==> config.mk <==
export PLATFORM = sky130hd
export DESIGN_NAME = seg_scan_driver
export DESIGN_NICKNAME = d
export VERILOG_FILES = /design/src/rtl/seg_scan_driver_pkg.sv /design/src/rtl/seg_scan_driver_bcd_to_seg.sv /design/src/rtl/seg_scan_driver.sv
export SDC_FILE = /design/constraint.sdc
export NUM_CORES = 1
export LEC_CHECK = 0
export ABC_AREA = 1
export BUFFER_PORTS_ARGS = -buffer_cell sky130_fd_sc_hd__buf_2
export CAP_MARGIN = 0
export CELL_PAD_IN_SITES_DETAIL_PLACEMENT = 1
export CELL_PAD_IN_SITES_GLOBAL_PLACEMENT = 1
export CORE_MARGIN = 4
export CORE_UTILIZATION = 50
export CTS_BUF_LIST = sky130_fd_sc_hd__clkbuf_2 sky130_fd_sc_hd__clkbuf_4 sky130_fd_sc_hd__clkbuf_8
export CTS_CLUSTER_DIAMETER = 120
export DETAILED_ROUTE_END_ITERATION = 12
export PLACE_DENSITY_LB_ADDON = 0.1
export SLEW_MARGIN = 20
export SYNTH_ARGS = -nofsm -noshare
export SYNTH_HDL_FRONTEND = slang
export SYNTH_SLANG_ARGS = --single-unit
==> constraint.sdc <==
create_clock -name clk -period 3 [get_ports clk]
set_input_delay 0.6 -clock clk [delete_from_list [all_inputs] [get_ports clk]]
set_output_delay 0.6 -clock clk [all_outputs]
set_load 0.05 [all_outputs]
==> src/rtl/seg_scan_driver_pkg.sv <==
// Shared constants for the multiplexed 4-digit 7-segment scan driver:
// active-low segment codes, anode idle pattern and digit slot indices.
package seg_scan_driver_pkg;

    // Segment patterns {g,f,e,d,c,b,a}, active-low
    localparam logic [6:0] SEG_0    = 7'h40;
    localparam logic [6:0] SEG_1    = 7'h79;
    localparam logic [6:0] SEG_2    = 7'h24;
    localparam logic [6:0] SEG_3    = 7'h30;
    localparam logic [6:0] SEG_4    = 7'h19;
    localparam logic [6:0] SEG_5    = 7'h12;
    localparam logic [6:0] SEG_6    = 7'h02;
    localparam logic [6:0] SEG_7    = 7'h78;
    localparam logic [6:0] SEG_8    = 7'h00;
    localparam logic [6:0] SEG_9    = 7'h10;
    localparam logic [6:0] SEG_DASH = 7'h3F;
    localparam logic [6:0] SEG_OFF  = 7'h7F;

    localparam logic [3:0] AN_OFF   = 4'b1111;

    localparam logic [1:0] IDX_SO   = 2'd0;
    localparam logic [1:0] IDX_ST   = 2'd1;
    localparam logic [1:0] IDX_MO   = 2'd2;
    localparam logic [1:0] IDX_MT   = 2'd3;

endpackage

==> src/rtl/seg_scan_driver_bcd_to_seg.sv <==
// Combinational BCD to active-low 7-segment decoder; codes 10-15 show a dash.
module bcd_to_seg
    import seg_scan_driver_pkg::*;
(
    input  logic [3:0] i_digit,
    output logic [6:0] o_seg
);

    always_comb begin
        o_seg = SEG_DASH;
        case (i_digit)
            4'd0:    o_seg = SEG_0;
            4'd1:    o_seg = SEG_1;
            4'd2:    o_seg = SEG_2;
            4'd3:    o_seg = SEG_3;
            4'd4:    o_seg = SEG_4;
            4'd5:    o_seg = SEG_5;
            4'd6:    o_seg = SEG_6;
            4'd7:    o_seg = SEG_7;
            4'd8:    o_seg = SEG_8;
            4'd9:    o_seg = SEG_9;
            default: o_seg = SEG_DASH;
        endcase
    end

endmodule

==> src/rtl/seg_scan_driver.sv <==
// Scans four snapshotted BCD digits onto a common-anode display, with a blank
// guard cycle at every slot change and blinking of the field under adjustment.
module seg_scan_driver
    import seg_scan_driver_pkg::*;
#(
    parameter int SCAN_DIV  = 100000,
    parameter int BLINK_DIV = 25000000
) (
    input  logic       clk,
    input  logic       RESET_N,
    input  logic [2:0] min_tens,
    input  logic [3:0] min_ones,
    input  logic [2:0] sec_tens,
    input  logic [3:0] sec_ones,
    input  logic       ADJ,
    input  logic       SEL,
    output logic [6:0] seg,
    output logic       dp,
    output logic [3:0] an
);

    localparam int SCAN_W  = $clog2(SCAN_DIV);
    localparam int BLINK_W = $clog2(BLINK_DIV + 1);
    localparam logic [SCAN_W-1:0]  SCAN_LAST  = SCAN_W'(SCAN_DIV - 1);
    localparam logic [BLINK_W-1:0] BLINK_LAST = BLINK_W'(BLINK_DIV - 1);

    logic [SCAN_W-1:0]  r_scan_cnt;
    logic [1:0]         r_digit_idx;
    logic [3:0]         r_snap [4];
    logic [BLINK_W-1:0] r_blink_cnt;
    logic               r_blink_on;
    logic [3:0]         r_an;
    logic [6:0]         r_seg;
    logic               r_dp;

    logic               w_scan_last;
    logic [SCAN_W-1:0]  w_scan_next;
    logic [1:0]         w_idx_next;
    logic               w_blink_last;
    logic               w_blink_on_next;
    logic               w_in_field;
    logic               w_blank_next;
    logic [3:0]         w_an_next;
    logic [3:0]         w_digit;
    logic [6:0]         w_seg;

    // The anode register is computed from next-state values so the guard
    // cycle lines up exactly with scan_cnt==0 of each slot.
    always_comb begin
        w_scan_last     = (r_scan_cnt == SCAN_LAST);
        w_scan_next     = w_scan_last ? '0 : r_scan_cnt + 1'b1;
        w_idx_next      = w_scan_last ? r_digit_idx + 2'd1 : r_digit_idx;
        w_blink_last    = (r_blink_cnt == BLINK_LAST);
        w_blink_on_next = ADJ ? (w_blink_last ? ~r_blink_on : r_blink_on) : 1'b1;
        w_in_field      = SEL ? w_idx_next[1] : ~w_idx_next[1];
        w_blank_next    = ADJ & ~w_blink_on_next & w_in_field;
    end

    for (genvar gi = 0; gi < 4; gi++) begin : g_an
        assign w_an_next[gi] = (w_scan_next == '0) || w_blank_next
                               || (w_idx_next != 2'(gi));
    end

    assign w_digit = r_snap[r_digit_idx];

    bcd_to_seg u_bcd_to_seg (
        .i_digit (w_digit),
        .o_seg   (w_seg)
    );

    always_ff @(posedge clk or negedge RESET_N) begin
        if (!RESET_N) begin
            r_scan_cnt  <= '0;
            r_digit_idx <= IDX_SO;
            for (int i = 0; i < 4; i++) r_snap[i] <= 4'd0;
            r_blink_cnt <= '0;
            r_blink_on  <= 1'b1;
            r_an        <= AN_OFF;
            r_seg       <= SEG_OFF;
            r_dp        <= 1'b1;
        end else begin
            r_scan_cnt  <= w_scan_next;
            r_digit_idx <= w_idx_next;
            // Whole-frame snapshot taken together with the 3->0 slot wrap
            if (w_scan_last && (r_digit_idx == IDX_MT)) begin
                r_snap[IDX_SO] <= sec_ones;
                r_snap[IDX_ST] <= {1'b0, sec_tens};
                r_snap[IDX_MO] <= min_ones;
                r_snap[IDX_MT] <= {1'b0, min_tens};
            end
            if (ADJ) r_blink_cnt <= w_blink_last ? '0 : r_blink_cnt + 1'b1;
            else     r_blink_cnt <= '0;
            r_blink_on  <= w_blink_on_next;
            r_an        <= w_an_next;
            r_seg       <= w_seg;
            r_dp        <= (r_digit_idx != IDX_MO);
        end
    end

    assign an  = r_an;
    assign seg = r_seg;
    assign dp  = r_dp;

endmodule

**Yosys cells after proc, flatten, opt, wreduce, memory -nomap -nowiden**

Memories as Yosys holds them, arrays and structs flattened. A register that Yosys moved wholly into a read port is not among the register bits.
Index checks and enable logic that the tools add are counted.
W data, S select, Z words.

- Register bits: 64
- Latch bits: 0
- RAM bits: 0
- Bits in read-only memories: 112
- Input bits: 18
- Output and inout bits: 12
- Logic and storage cells: 47
- Memories kept: 1

Memory list:

| name | depth | bits a word | rd ports | clocked after Yosys merged registers in | write ports | line | text |
|---|---|---|---|---|---|---|---|
| (name not given) | 16 | 7 | 1 | 1 | 0 | seg_scan_driver_bcd_to_seg.sv:11 | `case (i_digit)` |

- Add/subtract/negate cells: 3
- $mul: 0
- Div/mod/pow operators: 0
- Magnitude comparators: 1
- Eq/ne operators: 7
- Shift operators: 0
- Mux-type cells: 10
- Bitwise operators: 6
- Reductions and logical operators: 9

Operators by type and width:

| cell | count |
|---|---|
| $mux W25 | 2 |
| $add A25 B1 Y25 const B | 1 |
| $eq A25 B25 Y1 const B | 1 |
| $add A17 B1 Y17 const B | 1 |
| $eq A17 B17 Y1 const B | 1 |
| $logic_not A17 Y1 | 1 |
| $mux W17 | 1 |
| $bmux W4 S2 | 1 |
| $mux W4 | 2 |
| $ne A2 B2 Y1 const B | 3 |
| $logic_or A1 B1 Y1 | 5 |
| $ge A3 B3 Y1 const B | 1 |
| $mux W1 | 3 |
| $not A1 Y1 | 3 |
| $not A2 Y3 | 1 |
| $add A2 B1 Y2 const B | 1 |
| $and A1 B1 Y1 | 2 |
| $eq A2 B2 Y1 const B | 1 |
| $mux W2 | 1 |
| $ne A2 B1 Y1 const B | 1 |
| $reduce_bool A2 Y1 | 1 |
| $logic_and A1 B1 Y1 | 1 |
| $logic_not A1 Y1 | 1 |

**Depth between registers and ports, before layout**

- Depth in word-level cells: 8
- Depth in mapped cells: 14
- Depth with buffers taken out: 13

**Cells and area by module**

Synthesis repeated with hierarchy kept, for this count alone.

- Cells, all modules: 494
- Area total of the unflattened synthesis: 4,050.1 sq um

Modules (own cells, without submodules):

| module | instances | cells each | area each (sq um) | seq. area each (sq um) |
|---|---|---|---|---|
| seg_scan_driver | 1 | 459 | 3,863.7 | 1,793.0 |
| bcd_to_seg | 1 | 35 | 186.4 | 0.0 |

**Worst setup path after synthesis**

Ideal clock, no wire load.

- Path kind: reg2reg
- From: register r_digit_idx[0]
- To: register r_seg[3], in the netlist seg[3]
- Setup time: 0.079 ns
- Arrival time: 1.700 ns
- Required time: 2.921 ns
- Slack: 1.221 ns
- Stages on the path, launching flop included: 10
- Path buffers: 1
- Clock period less this slack: 1.779 ns
- Path through: dfrtp_1 > buf_4 > inv_1 > nand2_1 > a32oi_1 > inv_1 > ha_1 > nand2_1 > inv_1 > o21ai_0

- Longest elaborated chain between the ends: 4

RTL lines:

| what | line | text |
|---|---|---|
| start, declared | seg_scan_driver.sv:28 | `logic [1:0] r_digit_idx;` |
| start signal, assigned | seg_scan_driver.sv:83 | `r_digit_idx <= w_idx_next;` |
| $not A2 Y3 (not written as such) | seg_scan_driver.sv:64 | `assign w_digit = r_snap[r_digit_idx];` |
| $bmux W4 S2 | seg_scan_driver.sv:64 |  |
| $mux W4 (not written as such) (2 in series) | seg_scan_driver.sv:64 |  |
| end, declared | seg_scan_driver.sv:33 | `logic [6:0] r_seg;` |

Every way passes these cells. The select of a mux whose other input is x is not followed.
A chain may end at the register's enable or synchronous reset.

**Worst setup path in the final report**

- From: register r_scan_cnt[0]
- To: register r_snap[2] (netlist name)

- Longest elaborated chain between the ends: 2

RTL lines:

| what | line | text |
|---|---|---|
| start, declared | seg_scan_driver.sv:27 | `logic [SCAN_W-1:0] r_scan_cnt;` |
| start signal, assigned | seg_scan_driver.sv:82 | `r_scan_cnt <= w_scan_next;` |
| $eq A17 B17 Y1 | seg_scan_driver.sv:50 | `w_scan_last = (r_scan_cnt == SCAN_LAST);` |
| $logic_and A1 B1 Y1 | seg_scan_driver.sv:85 | `if (w_scan_last && (r_digit_idx == IDX_MT)) begin` |
| end signal, assigned by index | seg_scan_driver.sv:86 | `r_snap[IDX_SO] <= sec_ones;` |
| end signal, assigned by index | seg_scan_driver.sv:87 | `r_snap[IDX_ST] <= {1'b0, sec_tens};` |
| end signal, assigned by index | seg_scan_driver.sv:88 | `r_snap[IDX_MO] <= min_ones;` |
| end, declared | seg_scan_driver.sv:29 | `logic [3:0] r_snap [4];` |

Every way passes these cells.

==> results.md <==
- R2r setup slk: roughly 0.80 ns
- Final slew viol count: 0
- Final HPWL DP: 7660 microns
- Clock latency on the worst-skew pair: between 0.3 and 0.4 ns
- Worst-path fanout max: 17
- Max Cap Violations: 0
- Core outline area: around 7400 sq um
- Max clock buf depth: 2
- Unique masters post-synth: 39
- IO Pins: 30
- CTS root buf: clkbuf_8
- Fin worst setup slack: about 0.80 ns
- GRT Residual Overflow: 0
- P&R area growth vs syn: 11.4%
- GRT Overall Usage: 0.255
- Yosys warns: 0
- Largest net degree at the start of global routing: between 70 and 80
- DIE WIDTH: 96.0 microns
- Synth Register Bits: ~70
- Vias in the first global route: 3,809
- Wirelength per Cell: 16.2 microns
- Worst EP arrival: about 2.5 ns
- RSZ-0062 raised after global routing: false
- Cells after Synth: slightly above 500
- Req. time, crit path: 3.28 ns
- Worst Hold Class: input port to asynchronous set/reset pin
- Tmin final: about 2.2 ns
- Pwr dens: roughly 400 nW/um^2
- Outcome: complete, no violations
- Power, Total: around 1.8 mW
- Tcrit/Tclk final: 0.735
- Post-CTS Setup Inserts: 0
- Tightest Pin Transition: 0.590 ns
- Main synth FF type: dfrtp_1
- Die Footprint: around 9000 sq um
- First-pass GRT wire length: 18,000 microns
- Initial antenna violation count: 0
- Fin nets: 572
- First-pass iteration count of the detailed router: 4
- Sequential cell area fraction in the yosys report: 0.464
- Die Y-Extent: approximately 96 microns
- Post-place setup slack: ~0.8 ns
- TNS Setup: 0 ns
- Avg Cell Area, Syn: roughly 7.6 sq um
- Setup crit start kind: register
- Leak Pwr: between 2 and 2.5 nW
- Row cnt: 31
- Max Fclk: 454 MHz
- CP Class: register to register
- IO buf count: 29
- CTS tree: yes
- Avg Vias per Cell: 5.41
- Ys async rst share: 1.00
- CTS HTree Levels: 3
- Skew final: about 0.0086 ns
- Relative slew slack: 0.606
- Initial drt markers: between 150 and 200
- Initial Util: 0.525
- Synth Cell Area: between 3000 and 4000 sq um
- Routability Congestion: 0.871
- Max VDD drop: 0.220 mV
- Syn nets: 537
- Hold_ws: about 0.28 ns
- DRC: 0
- Clock net sink count: between 70 and 80
- Final setup viols: 0
- Final Non-Filler Cells: ~650
- # diodes: 0
- Antenna Violating Nets Remaining: 0
- Total number of vias: 3,509
- Clock-pin slew on the worst setup and hold paths: 0.08 ns
- EDFF count, synth: 0
- Post-Place Cells: roughly 630
- Final hold vios: 0
- CTS resizes: 0
- Final WL: roughly 11,000 microns
- Layout cells sized above 1: 0.140
- Hold buffers post-CTS: 0
- Inserted Clock Buffers: 9
- Critical path capture point type: register
[layout by cell type, fill, tap and decap left out, types with 2 or more instances in the layout]
cell	n
a21oi_1	11
buf_2	29
clkbuf_8	9
clkinv_1	2
clkinv_2	3
dfrtp_1	58
dfstp_2	13
ha_1	9
inv_1	75
inv_2	2
nand2_1	131
nand2_2	4
nand3_1	46
nand4_1	15
nor2_1	71
nor2_2	2
nor3_1	16
nor3_2	2
nor3b_1	4
nor4_1	3
o21ai_0	16
xnor2_1	3
xor2_1	5
[area by class of cell]
type / count / area [sq um]
clock buffer: 10 / 131
clock inverter: 6 / 61.3
fill: 968 / 3060
inverter: 79 / 297
multi-input combinational: 353 / 1730
sequential: 71 / 1790
tap: 99 / 124
timing repair buffer: 31 / 173
[path summary, 6_finish.rpt]
path	from	end	cells after the start
worst min-delay path	RESET_N	r_scan_cnt[10]	2
min in group clk	r_blink_cnt[0]	r_blink_cnt[0]	1
max in group asynchronous	RESET_N	seg[2]	2
worst max-delay path	r_scan_cnt[0]	r_snap[2]	10
worst max register to register	r_scan_cnt[0]	r_snap[2]	10
worst min register to register	r_blink_cnt[0]	r_blink_cnt[0]	1
[flip-flops by register name (all words and copies together), names as in the netlist]
name	flops
r_snap	14
an	4
r_scan_cnt	17
r_blink_on	1
r_blink_cnt	25
r_digit_idx	2
seg	7
dp	1
[through the flow]
| stage | utilization | cell area, sq um |
|---|---|---|
| floorplan | - | 3870 |
| global placement | 0.558 | 4120 |
| detailed placement | 0.558 | 4120 |
| CTS | 0.585 | 4310 |
| global route | 0.585 | 4310 |
| finish | 0.585 | 4310 |
[worst max-delay path: stages, from the launching register on]
cell	delay (ns)
dfrtp_1	0.42
ha_1	0.25
nand2_2	0.11
inv_2	0.06
nand2_2	0.06
nor2_2	0.04
nand4_1	0.08
clkinv_1	0.39
nand2_1	0.52
nand2_1	0.13
nand2_1	0.09
[Yosys cell counts (4+ instances only)]
cell type  instances  area [sq um]
xor2_1             5          43.8
nand2_2            4          25.0
nor3_1            16          80.1
a21oi_1           11          55.1
nor3b_1            4          30.0
nand2_1          131           492
nor2_1            71           267
dfstp_2           13           342
nand4_1           15          93.8
ha_1               9           113
inv_1             75           282
nand3_1           46           230
dfrtp_1           58          1450
o21ai_0           16          80.1
[routing by layer]
metal | global-route usage | routed length (microns)
met5 | 0 | 0
met4 | 0.107 | 237
met3 | 0.0383 | 322
met2 | 0.429 | 5190
met1 | 0.327 | 4760
[report_power, final]
group	internal [mW]	total (mW)	switching, mW	leakage (nW)
logic	0.0159	0.0496	0.0338	1.13
clock network	0.390	0.758	0.368	0.0994
registers	0.960	0.963	0.00260	0.857
[cells by family (layout without fill, tap and decap cells)]
logic type,after synthesis,after routing,share of synthesized area
XOR/XNOR,8,8,0.0181
AND/OR/NAND/NOR,300,300,0.344
adder cells (fa/ha/maj),9,9,0.0291
AO/OA/AOI/OAI,36,36,0.0563
buffers and inverters,86,126,0.0893
flip-flops,71,71,0.464
Power figures use the tool's default switching activity.
